===== config.mk =====
export PLATFORM = sky130hd
export DESIGN_NAME = sent_tx_frame_gen
export DESIGN_NICKNAME = d
export VERILOG_FILES = /design/src/rtl/sent_pkg.sv /design/src/rtl/sent_tick_gen.sv /design/src/rtl/sent_tx_frame_gen.sv
export SDC_FILE = /design/constraint.sdc
export NUM_CORES = 1
export LEC_CHECK = 0
export ABC_CLOCK_PERIOD_IN_PS = 3960
export BUFFER_PORTS_ARGS = -buffer_cell sky130_fd_sc_hd__buf_2
export CAP_MARGIN = 20
export CORE_AREA = 2 2 106 108
export DETAILED_ROUTE_END_ITERATION = 8
export DIE_AREA = 0 0 108 110
export PLACE_DENSITY = 0.63
export SYNTH_ARGS = -nofsm -noshare
export SYNTH_HDL_FRONTEND = slang
export SYNTH_SLANG_ARGS = --single-unit

===== constraint.sdc =====
create_clock -name clk -period 3.96 [get_ports clk]
set_input_delay 0.792 -clock clk [delete_from_list [all_inputs] [get_ports clk]]
set_output_delay 0.792 -clock clk [all_outputs]
set_load 0.01 [all_outputs]

===== src/rtl/sent_pkg.sv =====
// rtl/sent_pkg.sv - shared types, constants and CRC4 helper for the SENT transmitter
// Contents: FSM state enum, CRC4 seed/polynomial, nibble/pause length limits,
//           crc_t() returning (i << 4) mod poly for the nibble-wise CRC update.
package sent_pkg;

    typedef enum logic [2:0] {
        ST_IDLE,
        ST_SYNC,
        ST_STATUS,
        ST_DATA,
        ST_CRC,
        ST_PAUSE
    } sent_state_e;

    localparam logic [3:0] CRC_SEED   = 4'b0101;
    localparam logic [4:0] CRC_POLY   = 5'h1D;   // x^4 + x^3 + x^2 + 1
    localparam logic [9:0] NIB_OFFSET = 10'd12;
    localparam logic [9:0] PAUSE_MAX  = 10'd768;
    localparam logic [9:0] PAUSE_MIN  = 10'd12;

    // Long division of {i, 4'b0000} by the CRC polynomial; result is the remainder.
    function automatic logic [3:0] crc_t(input logic [3:0] i);
        logic [7:0] r;
        r = {i, 4'b0000};
        for (int b = 7; b >= 4; b--) begin
            if (r[b]) begin
                r = r ^ ({3'b000, CRC_POLY} << (b - 4));
            end
        end
        return r[3:0];
    endfunction

endpackage


===== src/rtl/sent_tick_gen.sv =====
// rtl/sent_tick_gen.sv - tick divider producing a one-clock strobe every div+1 clocks
// Ports: clk, reset (async, active-high), restart (clears the divider),
//        div (clocks per tick minus 1), tick (strobe at terminal count).
module sent_tick_gen #(
    parameter int DIV_W = 16
) (
    input  logic             clk,
    input  logic             reset,
    input  logic             restart,
    input  logic [DIV_W-1:0] div,
    output logic             tick
);

    logic [DIV_W-1:0] cnt;

    always_ff @(posedge clk or posedge reset) begin
        if (reset) begin
            cnt <= '0;
        end else if (restart || cnt == div) begin
            cnt <= '0;
        end else begin
            cnt <= cnt + 1'b1;
        end
    end

    assign tick = (cnt == div) && !restart;

endmodule


===== src/rtl/sent_tx_frame_gen.sv =====
// rtl/sent_tx_frame_gen.sv - SENT fast-channel frame transmitter with CRC4 and optional pause
// Ports: clk, reset (async, active-high); tick_div, data_in, status_in, crc_mode,
//        pause_en, data_valid / data_ready frame handshake; data_pulse (SENT line),
//        busy, frame_done (one clock on the last clock of a frame).
// Build option: SENT_PAUSE_EN adds the pause pulse that pads frames to FRAME_TICKS.
module sent_tx_frame_gen #(
    parameter int NIBBLES     = 6,
    parameter int DIV_W       = 16,
    parameter int LOW_TICKS   = 5,
    parameter int SYNC_TICKS  = 56,
    parameter int FRAME_TICKS = 282
) (
    input  logic                 clk,
    input  logic                 reset,
    input  logic [DIV_W-1:0]     tick_div,
    input  logic [4*NIBBLES-1:0] data_in,
    input  logic [3:0]           status_in,
    input  logic                 crc_mode,
    input  logic                 pause_en,
    input  logic                 data_valid,
    output logic                 data_ready,
    output logic                 data_pulse,
    output logic                 busy,
    output logic                 frame_done
);
    import sent_pkg::*;

    sent_state_e          state, state_next;
    logic [DIV_W-1:0]     div_q;
    logic [4*NIBBLES-1:0] data_sr;
    logic [3:0]           status_q, crc, crc_step;
    logic                 mode_q;
    logic [2:0]           nib_idx;
    logic [9:0]           tcnt, pulse_len, pause_len;
    logic                 tick, accept, pulse_end, last_nib, go_pause;

    assign data_ready = (state == ST_IDLE) && !reset;
    assign busy       = (state != ST_IDLE);
    assign accept     = data_valid && data_ready;
    assign last_nib   = (nib_idx == 3'(NIBBLES - 1));
    assign pulse_end  = tick && busy && (tcnt == pulse_len - 10'd1);

    sent_tick_gen #(.DIV_W(DIV_W)) u_tick (
        .clk     (clk),
        .reset   (reset),
        .restart (accept),
        .div     (div_q),
        .tick    (tick)
    );

`ifdef SENT_PAUSE_EN
    logic               pause_q;
    logic [11:0]        acc;
    logic signed [12:0] pause_rem;

    // acc holds the ticks of every completed pulse; in PAUSE that is the whole frame so far.
    always_comb begin
        pause_rem = $signed(13'(FRAME_TICKS)) - $signed({1'b0, acc});
        if (pause_rem < $signed({3'b000, PAUSE_MIN})) begin
            pause_len = PAUSE_MIN;
        end else if (pause_rem > $signed({3'b000, PAUSE_MAX})) begin
            pause_len = PAUSE_MAX;
        end else begin
            pause_len = pause_rem[9:0];
        end
    end

    always_ff @(posedge clk or posedge reset) begin
        if (reset) begin
            pause_q <= 1'b0;
            acc     <= '0;
        end else if (accept) begin
            pause_q <= pause_en;
            acc     <= '0;
        end else if (pulse_end) begin
            acc <= acc + 12'(pulse_len);
        end
    end

    assign go_pause = pause_q;
`else
    logic unused_pause_en;
    localparam int unused_frame_ticks = FRAME_TICKS;
    assign unused_pause_en = pause_en;
    assign go_pause        = 1'b0;
    assign pause_len       = PAUSE_MIN;
`endif

    always_comb begin
        pulse_len = 10'(SYNC_TICKS);
        case (state)
            ST_STATUS: pulse_len = NIB_OFFSET + {6'd0, status_q};
            ST_DATA:   pulse_len = NIB_OFFSET + {6'd0, data_sr[4*NIBBLES-1 -: 4]};
            ST_CRC:    pulse_len = NIB_OFFSET + {6'd0, crc};
            ST_PAUSE:  pulse_len = pause_len;
            default:   pulse_len = 10'(SYNC_TICKS);
        endcase
    end

    // Recommended mode folds the zero-nibble augment into the last data update so the
    // CRC value is final on the same edge that enters the CRC pulse.
    always_comb begin
        crc_step = crc_t(crc) ^ data_sr[4*NIBBLES-1 -: 4];
        if (last_nib && mode_q) begin
            crc_step = crc_t(crc_step);
        end
    end

    always_comb begin
        state_next = state;
        frame_done = 1'b0;
        case (state)
            ST_IDLE:   if (accept) state_next = ST_SYNC;
            ST_SYNC:   if (pulse_end) state_next = ST_STATUS;
            ST_STATUS: if (pulse_end) state_next = ST_DATA;
            ST_DATA:   if (pulse_end && last_nib) state_next = ST_CRC;
            ST_CRC: begin
                if (pulse_end) begin
                    if (go_pause) begin
                        state_next = ST_PAUSE;
                    end else begin
                        state_next = ST_IDLE;
                        frame_done = 1'b1;
                    end
                end
            end
            ST_PAUSE: begin
                if (pulse_end) begin
                    state_next = ST_IDLE;
                    frame_done = 1'b1;
                end
            end
            default: state_next = ST_IDLE;
        endcase
    end

    always_ff @(posedge clk or posedge reset) begin
        if (reset) begin
            state      <= ST_IDLE;
            div_q      <= '0;
            data_sr    <= '0;
            status_q   <= '0;
            mode_q     <= 1'b0;
            crc        <= '0;
            nib_idx    <= '0;
            tcnt       <= '0;
            data_pulse <= 1'b1;
        end else begin
            state <= state_next;
            if (accept) begin
                div_q    <= tick_div;
                data_sr  <= data_in;
                status_q <= status_in;
                mode_q   <= crc_mode;
                crc      <= CRC_SEED;
                nib_idx  <= '0;
                tcnt     <= '0;
            end else if (tick && busy) begin
                if (pulse_end) begin
                    tcnt <= '0;
                    if (state == ST_DATA) begin
                        data_sr <= data_sr << 4;
                        nib_idx <= nib_idx + 3'd1;
                        crc     <= crc_step;
                    end
                end else begin
                    tcnt <= tcnt + 10'd1;
                end
            end
            // Registered so the line is glitch-free; it trails the state by one clock.
            data_pulse <= !(busy && tcnt < 10'(LOW_TICKS));
        end
    end

endmodule


After elaboration in Yosys (flattened, before gate mapping)
Index checks and enable logic that the tools add are counted.
- register bits after elaboration: 82
- word-level logic and storage cells: 97
- reductions and logical operators: 20
- add/subtract/negate cells: 7
- bitwise logic cells: 9
- magnitude comparators: 1
- equal/unequal tests: 13
- mux-type cells: 37
- operator list (kind ; number):
    $mux W24 ; 4
    $mux W10 ; 3
    $mux W4 ; 7
    $mux W3 ; 9
    $not A3 Y3 ; 8
    $pmux W6 S4 ; 1
    $mux W7 ; 3
    $mux W6 ; 3
    $add A16 B1 Y16 const B ; 1
    $eq A16 B16 Y1 ; 1
    $mux W16 ; 1
    $add A4 B4 Y5 const A ; 3
    $mux W5 ; 3
    $pmux W3 S5 ; 1
    $add A10 B1 Y10 const B ; 1
    $eq A10 B10 Y1 ; 1
    $lt A10 B3 Y1 const B ; 1
    $sub A10 B1 Y10 const B ; 1
    $eq A3 B3 Y1 const B ; 3
    $logic_and A1 B1 Y1 ; 8
    $eq A3 B2 Y1 const B ; 2
    $ne A2 B2 Y1 const B ; 3
    $reduce_bool A2 Y1 ; 3
    $reduce_and A5 Y1 ; 1
    11 further kinds ; 15

Logic depth before layout (Yosys ltp)
- word-level depth: 25
- mapped depth: 19
- mapped depth without buffers: 17

Cells and area by module
Synthesis repeated with hierarchy kept, for this count alone.
- cells, all modules: 515
- area total of the unflattened synthesis: 4704.5 µm²
- modules (own cells, without submodules) (module ; cells an instance ; times used ; area each (µm²) ; sequential area each (µm²)):
    sent_tx_frame_gen ; 416 ; 1 ; 3742.3 ; 1652.8
    sent_tick_gen ; 99 ; 1 ; 962.2 ; 400.4

Least setup slack after synthesis
No wires, ideal clock.
- path type: flip-flop to output port
- start: reg state[0]
- end: out frame_done
- path buffers: 1
- required time: 3.168 ns
- stages on the path, launching flop included: 19
- data arrival time: 3.297 ns
- path slack: -0.129 ns
- path through: dfrtp_1 > buf_2 > inv_1 > or3_1 > o21ai_0 > nand2_1 > o221ai_1 > ha_1 > inv_1 > a21oi_2 > nand4_1 > ha_1 > nand2b_1 > o21ai_0 > o22ai_1 > or4_1 > a21oi_1 > nand2_1 > nor2_1
- word-level cells in the longest chain between the ends: 9
- ends and longest elaborated chain (what ; line ; RTL):
    start: declaration ; sent_tx_frame_gen.sv:28 ; sent_state_e state, state_next;
    start signal: assignment ; sent_tx_frame_gen.sv:149 ; state <= state_next;
    branches (longest 8 deep; another with $sub A10 B1 Y10) ; -- ;
    $mux W1 (*) ; -- ;
    end: declaration ; sent_tx_frame_gen.sv:24 ; output logic frame_done
Every way passes the cells marked *.

Worst setup path after layout
Same ends and word-level chain as after synthesis.

==> flow_summary.toml <==
[detailed_routing]
wire_per_inst_um = 15.6
routed_via_density = 5.57
drc = 0
wl_um = 11600
vias = 4151
ant_nets = 0
drtPass1Iterations = 4
dr.first_iter.drc_count = 187

[setup_path]
cp.required_ns = 3.17
path_max_fanout = 7
cp-start-kind = "register"
r2r_slack_ns = 0.15
startpoint = "state[0]$_DFFE_PP0P_"
critPathKind = "reg2out"
timing.rr.end = "data_sr[8]$_DFFE_PP0P_"
reg2reg_from = "state[0]$_DFFE_PP0P_"
cp.arrival_ns = 3.45
end_kind = "output pin"
rr_worst_depth = 16
crit_end = "frame_done"

[sta]
setup_viol = 1
fin_crit_ns = 4.24
fin_setup_tns_ns = -0.278
clock_skew_ns = 0.0120
tightest_slew_ns = 0.907
fmax_ghz = 0.236
final-hold-violation-count = 0
max_slew_margin_pct = 39.5
rsz0062_at_grt = "true"
timing.final.crit_share_pct = 107
hold_slack_ns = 0.361
setup_slack_ns = -0.278
slew_violations = 0

[yosys]
yosysTopAreaCell = "dfrtp_1"
synthCells = 540
synthesis.nets = 597
yosys.cell_types.count = 56
synthTopCellsByCount = "nand2_1 (98), dfrtp_1 (81), nor2_1 (54)"
yosysWarningCount = 0
synth_seq_cells = 82
synthArstFlopShare_pct = 100
syn_area_per_cell_um2 = 8.78
ys.flop_type = "dfrtp_1"
ys_top_cells_by_area = "dfrtp_1 (43%), nand2_1 (7.8%), xor2_1 (7.4%), nor2_1 (4.3%), o31ai_1 (3.8%)"
synth.most_common_cell = "nand2_1"
synth-edff-count = 0
seq_area_frac_synth_pct = 43.3
netlist_area_mm2 = 0.00474
netlist.area_leader.share_pct = 42.8

[grt]
antenna_found_initial = 0
grt_pass1_wl_um = 19200
grt_max_degree = 71
grt_usage_pct = 20.5
gr-total-overflow = 0
grt_pass1_vias = 3944

[layout]
final.fill_count = 989
post-route-util_pct = 52.1
drive_above_1_share_pct = 23.1
final_area_mm2 = 0.00558
diodes = 0
layout.cells.non_filler = 745
area_growth_pct = 17.7
final_nets = 657

[placed_design]
dpl.hpwl_um = 8020
place_ws_ns = -0.124
placed_area_mm2 = 0.00525
place_congestion = 0.895
place_inst = 723
portBuffers = 51

[power]
sw_frac_of_total_pct = 35.8
clock_power_share_pct = 22.5
ir_drop_v = 0.000242
power_switching_uw = 882
power_density_mw_per_mm2 = 442
p_seq_share_pct = 49.4
power_mw = 2.46
p_leak_nw = 2.53
internal_power_mw = 1.58
p_comb_share_pct = 28.1

[floorplan]
start_util_pct = 44.3
dieArea_mm2 = 0.0119
die_w_um = 108
rows = 38
core_mm2 = 0.0107
boundaryPins = 53
die_h_um = 110

[clocking]
postCtsHoldBufs = 0
htreeDepth = 3
clk_path_buf_depth = 2
numCtsBuffers = 9
clock-sinks = 82
tritoncts = "done"
cts_root_buf = "clkbuf_8"
clk_pin_slew_ns = 0.08
insertion_delay_ns = 0.36

[run_status]
status = "finished with violations"
violations = "setup timing"

[job]
max-cap-violations = 0

[min_path]
worstHoldPathType = "in2async"
routing by layer:
metal  GRT usage, %  wire length, um
met5              0                0
met4           4.67               90
met3           4.82              486
met2           33.6             5630
met1           27.7             5440
worst max-delay path, stage by stage, from the launching register on:
cell and delay [ns]:
dfrtp_2 0.46, and3b_1 0.21, buf_4 0.13, buf_4 0.15, a211oi_4 0.28, ha_2 0.23, nand4_1 0.10, ha_2 0.21
nand2b_4 0.13, o21ai_2 0.10, o22ai_1 0.11, or4_4 0.52, a21oi_4 0.15, nand2_2 0.09, nor2_2 0.10, buf_2 0.13
cell usage in the layout, fill, tap and decap left out, types with 3 or more instances in the layout:
| cell | netlist | layout |
|---|---|---|
| buf_2 | 9 | 52 |
| a41oi_1 | 3 | 3 |
| buf_4 | 0 | 31 |
| nand2_1 | 98 | 96 |
| nand2_2 | 1 | 3 |
| clkbuf_8 | 0 | 9 |
| and3_1 | 6 | 6 |
| a21o_1 | 3 | 3 |
| inv_1 | 11 | 8 |
| nor3_1 | 4 | 4 |
| nand2b_1 | 4 | 3 |
| and2_1 | 4 | 4 |
| a21oi_1 | 12 | 11 |
| nor4_1 | 6 | 6 |
| ha_1 | 8 | 5 |
| or3_1 | 4 | 4 |
| nand4_1 | 27 | 27 |
| nand3_1 | 16 | 16 |
| or4_1 | 4 | 3 |
| a31o_2 | 3 | 3 |
| o31ai_1 | 24 | 23 |
| nor2_1 | 54 | 52 |
| dfrtp_1 | 81 | 80 |
| xor2_1 | 40 | 40 |
| clkinv_2 | 0 | 3 |
| a31oi_1 | 24 | 23 |
| xnor2_1 | 13 | 13 |
| inv_6 | 0 | 3 |
| o21ai_0 | 16 | 13 |
power groups by stage:
stage          clock network [mW]  logic (mW)  registers [mW]
5_1_grt                     0.613       0.788            1.24
6_report                    0.555       0.693            1.22
3_5_place_dp                    0       0.650            1.22
2_1_floorplan                   0       0.508            1.16
3_3_place_gp                    0       0.634            1.22
4_1_cts                     0.578       0.667            1.21
area by class of cell:
type,instances,area [um^2],share of cell area (%)
clock inverter,7,51.3,0.920
timing repair buffer,84,513,9.20
clock buffer,9,124,2.22
sequential,82,2050,36.8
tap,140,175,3.14
multi-input combinational,412,2620,46.9
inverter,11,42.5,0.763
sequential cells by signal, indices dropped and copies added (netlist names):
signal / flops
crc: 4
div_q: 16
data_pulse: 1
mode_q: 1
data_sr: 24
u_tick.cnt: 16
nib_idx: 3
tcnt: 10
state: 3
status_q: 4
cells by family after synthesis:
logic type | synth area share [%]
buffers and inverters | 4.04
AO/OA/AOI/OAI | 15.9
multiplexers | 0.475
adder cells (fa/ha/maj) | 2.11
XOR/XNOR | 9.79
AND/OR/NAND/NOR | 24.4
flip-flops | 43.3
worst min path at each step:
stage                                    endpoint  slack [ns]  depth (start not counted)                     from
after CTS                     tcnt[2]$_DFFE_PP0P_        0.34                          2                    reset
after global routing          tcnt[2]$_DFFE_PP0P_        0.35                          2                    reset
final                         tcnt[3]$_DFFE_PP0P_        0.36                          2                    reset
after global placement    status_q[0]$_DFFE_PP0P_        0.47                          2  status_q[0]$_DFFE_PP0P_
after floorplan           status_q[1]$_DFFE_PP0P_        0.44                          2  status_q[1]$_DFFE_PP0P_
after detailed placement  status_q[0]$_DFFE_PP0P_        0.47                          2  status_q[0]$_DFFE_PP0P_
what timing repair did:
item                                    4_1_cts  5_1_grt
gates resized for setup                      11       14
setup buffers                                 2        3
endpoints found under the setup margin        2       15
pin swaps                                     2       12
endpoints found under the hold margin         0        0
No activity file was read; power rests on OpenSTA's default activity.
